$ cat src/rtl/tff_down_counter.sv
// Loadable down counter built from a chain of T flip-flops. It flags zero and,
// depending on WRAP, either wraps with a borrow pulse or stops at zero and sets done.
module tff_down_counter #(
  parameter int WIDTH = 4,
  parameter bit WRAP  = 1'b1
) (
  input  logic             clk,
  input  logic             reset,
  input  logic             T0,
  input  logic             load,
  input  logic [WIDTH-1:0] load_val,
  output logic [WIDTH-1:0] Y,
  output logic             Q0,
  output logic             Q1,
  output logic             Q2,
  output logic             Q3,
  output logic             zero,
  output logic             borrow,
  output logic             done
);

  typedef enum logic [1:0] {IDLE, RUN, HALT} state_t;

  state_t           state, state_next;
  logic             count_en;
  logic             hit_end;
  logic             wrap_now;
  logic [WIDTH-1:0] toggle;
  logic             lower_zero;
  logic [3:0]       q_ext;

  assign zero  = (Y == '0);
  assign q_ext = 4'(Y);
  assign Q0    = q_ext[0];
  assign Q1    = q_ext[1];
  assign Q2    = q_ext[2];
  assign Q3    = q_ext[3];

  always_comb begin
    state_next = state;
    count_en   = 1'b0;
    hit_end    = 1'b0;
    wrap_now   = 1'b0;
    case (state)
      IDLE: if (load) state_next = RUN;
      RUN: begin
        if (load) begin
          state_next = RUN;
        end else if (T0) begin
          if (WRAP) begin
            count_en = 1'b1;
            wrap_now = zero;
          end else if (zero) begin
            // A one-shot loaded with zero finishes without wrapping.
            hit_end    = 1'b1;
            state_next = HALT;
          end else begin
            count_en = 1'b1;
            if (Y == WIDTH'(1)) begin
              hit_end    = 1'b1;
              state_next = HALT;
            end
          end
        end
      end
      HALT: if (load) state_next = RUN;
      default: state_next = IDLE;
    endcase
  end

  // A bit toggles on a decrement only when every lower bit is already zero.
  always_comb begin
    toggle     = '0;
    lower_zero = 1'b1;
    for (int i = 0; i < WIDTH; i++) begin
      toggle[i]  = count_en & lower_zero;
      lower_zero = lower_zero & ~Y[i];
    end
  end

  always_ff @(posedge clk or negedge reset) begin
    if (!reset) begin
      state <= IDLE;
    end else begin
      state <= state_next;
    end
  end

  always_ff @(posedge clk or negedge reset) begin
    if (!reset) begin
      Y      <= '0;
      borrow <= 1'b0;
      done   <= 1'b0;
    end else if (load) begin
      Y      <= load_val;
      borrow <= 1'b0;
      done   <= 1'b0;
    end else begin
      Y      <= Y ^ toggle;
      borrow <= wrap_now;
      if (hit_end) done <= 1'b1;
    end
  end

endmodule
$ cat config.mk
export PLATFORM = sky130hd
export DESIGN_NAME = tff_down_counter
export DESIGN_NICKNAME = d
export VERILOG_FILES = /design/src/rtl/tff_down_counter.sv
export SDC_FILE = /design/constraint.sdc
export NUM_CORES = 1
export LEC_CHECK = 0
export ABC_AREA = 1
export ABC_CLOCK_PERIOD_IN_PS = 1170
export CORE_AREA = 2 2 39 41
export CTS_CLUSTER_SIZE = 24
export DETAILED_ROUTE_END_ITERATION = 7
export DIE_AREA = 0 0 41 43
export PLACE_DENSITY = 0.6
export SKIP_CTS_REPAIR_TIMING = 1
export SYNTH_ARGS = -nofsm -noshare
export SYNTH_HDL_FRONTEND = slang
export SYNTH_SLANG_ARGS = --single-unit
$ cat constraint.sdc
create_clock -name clk -period 1.17 [get_ports clk]
set_input_delay 0.1755 -clock clk [delete_from_list [all_inputs] [get_ports clk]]
set_output_delay 0.1755 -clock clk [all_outputs]
set_load 0.02 [all_outputs]
==> impl_metrics.json <==
{
  "grt_util_all_layers_pct": 10.4,
  "synthesis.area_sq_um": 338,
  "synth_area_leaders": "dfrtp_1, buf_4, nor2_1",
  "antenna_left": 0,
  "worst_hold_path_type": "in -> async",
  "ys_warn_count": 0,
  "ff2ff_path_depth": 7,
  "worst-path-max-fanout": 2,
  "routed-via-count": 322,
  "synth.top_cell.area_share_pct": 44.4,
  "1st_pass_router_iterations": 2,
  "first_global_vias": 297,
  "grt_first_pass_wirelength_um": 1170,
  "dpl_worst_slack_ns": -0.272,
  "drt_drc_violations_left": 0,
  "part_of_the_power_in_the_clock_network_pct": 28.2,
  "minimum_clock_period_ns": 1.24,
  "ys_seq_area_share_pct": 44.4,
  "synthMostInstantiatedCell": "nor2_1",
  "report.final.slew_viol_count": 0,
  "detailed_place.area_sq_um": 561,
  "violations": "setup timing",
  "power.net_switching_mw": 0.208,
  "fraction_of_final_layout_cells_sized_beyond_drive_strength_1_pct": 42.4,
  "route.detailed.vias_per_inst": 3.93,
  "switching_part_of_the_total_power_pct": 31.3,
  "run_status": "finished with violations",
  "max-vdd-ir-drop_mv": 0.720,
  "worst_skew_pair.late_latency_ns": 0.25,
  "clock-skew-final_ns": 0.000817,
  "floorplan.initialDensity_pct": 24.4,
  "synthesis.instances": 42,
  "die_x_um": 41,
  "avgSynthCellArea_sq_um": 8.04,
  "num_antenna_cells": 0,
  "hold_viol_final": 0,
  "ys_ff_latch": 6,
  "routability_congestion_estimate_from_global_placement": 0.751,
  "cp_data_required_time_ns": 0.99,
  "timing.critical_path.to_type": "output port",
  "syn2layout_area_growth_pct": 75.2,
  "die_height_um": 43,
  "critical_path_arrival_ns": 1.06,
  "tritoncts.num_buffers": 3,
  "yosys.cell_types.count": 16,
  "yosys-top-cells-count": "nor2_1, dfrtp_1, buf_4, nand2_1, inv_1",
  "nNetsFinal": 77,
  "cell_internal_power_dissipation_mw": 0.456,
  "totalNegativeSetupSlack_ns": -0.0666,
  "crit_start": "Y[1]$_DFF_PN0_",
  "unrepaired_setup_endpoints_after_global_routing": "true",
  "power_density_mw_per_mm2": 1120,
  "tritoncts": "yes",
  "crit_type": "reg -> out",
  "setup_violations": 1,
  "critical_register_to_register_path_startpoint": "Y[1]$_DFF_PN0_",
  "post-route-worst-setup-slack_ns": -0.0666,
  "period_share_pct": 106,
  "seqPwrFrac_pct": 35.8,
  "core_area_sq_mm": 0.00138,
  "post_layout_instance_area_sq_um": 592,
  "ctsLongestPathBuffers": 2,
  "power_leakage_nw": 0.339,
  "io_buffers": 17,
  "yosys.area.top_type": "dfrtp_1",
  "synth_flop_cell": "dfrtp_1",
  "maxCapViolCount": 0,
  "clock_sink_count": 6,
  "post-layout-total-power_mw": 0.664,
  "post_syn_nets": 51,
  "io_pins": 19,
  "fin_hold_ws_ns": 0.171,
  "number_of_synthesized_flops_with_an_enable_pin": 0,
  "post_drt_wl_per_cell_um": 9.35,
  "grt.overflow.total": 0,
  "core.rowCount": 14,
  "wl_um": 767,
  "place.detailed.hpwl_um": 599,
  "fillerInstances": 142,
  "worstSetupStartpointType": "flip-flop",
  "clk_transition_reported_paths_ns": 0.04,
  "pin_count_of_the_biggest_net_entering_global_routing": 8,
  "asyncSetResetFlopFracSynth_pct": 100,
  "cts-htree-levels": 1,
  "drt_first_iter_violations": 1,
  "max_freq_ghz": 0.809,
  "cts-root-buf": "clkbuf_4",
  "antenna_found_initial": 0,
  "comb_power_share_pct": 36.0,
  "die-area_sq_mm": 0.00176
}
## worst max-delay path, stage by stage, from the launching register on
cell,delay [ns]
dfrtp_1,0.38
nor2_2,0.15
nand2_2,0.09
nor2_4,0.09
buf_6,0.12
## cell usage in the layout, fill, tap and decap left out, types with 2 or more instances in the layout
cell type / count
dfrtp_1: 6
nand2_1: 4
dlymetal6s2s_1: 6
clkbuf_4: 3
buf_4: 9
nand2_2: 2
clkbuf_2: 5
clkdlybuf4s50_1: 5
nor2_1: 8
inv_1: 3
inv_2: 2
nor2_4: 2
## power groups by stage
stage | registers, mW | logic [mW] | clock network, mW
6_report | 0.238 | 0.239 | 0.188
4_1_cts | 0.237 | 0.254 | 0.199
5_1_grt | 0.238 | 0.261 | 0.218
3_3_place_gp | 0.239 | 0.253 | 0
3_5_place_dp | 0.240 | 0.253 | 0
2_1_floorplan | 0.267 | 0.0983 | 0
## path summary, 6_finish.rpt
check,end,slack (ns)
worst min register to register,state[0]$_DFFE_PN0P_,0.52
min in group clk,borrow$_DFF_PN0_,0.28
worst min-delay path,state[0]$_DFFE_PN0P_,0.17
worst max register to register,Y[3]$_DFF_PN0_,0.02
worst max-delay path,zero,-0.07
max in group asynchronous,Y[1]$_DFF_PN0_,0.79
## flip-flops by register name, indices dropped and copies added, names as in the netlist
name,cells
Y,4
state,1
borrow,1
## layer usage
metal	track usage [%]	wire length, um	vias up
met1	12.3	317	140
met2	14.1	388	11
met5	0	0	-
li1	-	-	169
met3	4.71	40	2
met4	8.00	21	0
## per-stage QoR
step | instances | utilization (%)
CTS | 82 | 42.1
finish | 82 | 42.8
detailed placement | 79 | 40.5
global placement | 79 | 40.5
global route | 82 | 42.8
floorplan | 42 | -
## cells by family (layout without fill, tap and decap cells)
logic type               Yosys count  after routing  synth area share [%]
flip-flops                         6              6                  44.4
adder cells (fa/ha/maj)            1              1                  3.70
XOR/XNOR                           1              1                  2.59
AND/OR/NAND/NOR                   20             20                  27.0
other                              1              1                  1.11
AO/OA/AOI/OAI                      3              3                  4.44
buffers and inverters             10             34                  16.7
## final cells by class
class | count | area [sq um] | share of cell area [%]
multi-input cells | 26 | 151 | 25.6
flip-flops and latches | 6 | 150 | 25.4
clock buffers | 3 | 22.5 | 3.81
inverters | 5 | 18.8 | 3.17
well taps | 16 | 20.0 | 3.38
repair buffers | 26 | 229 | 38.7
No activity file was read; power rests on OpenSTA's default activity.
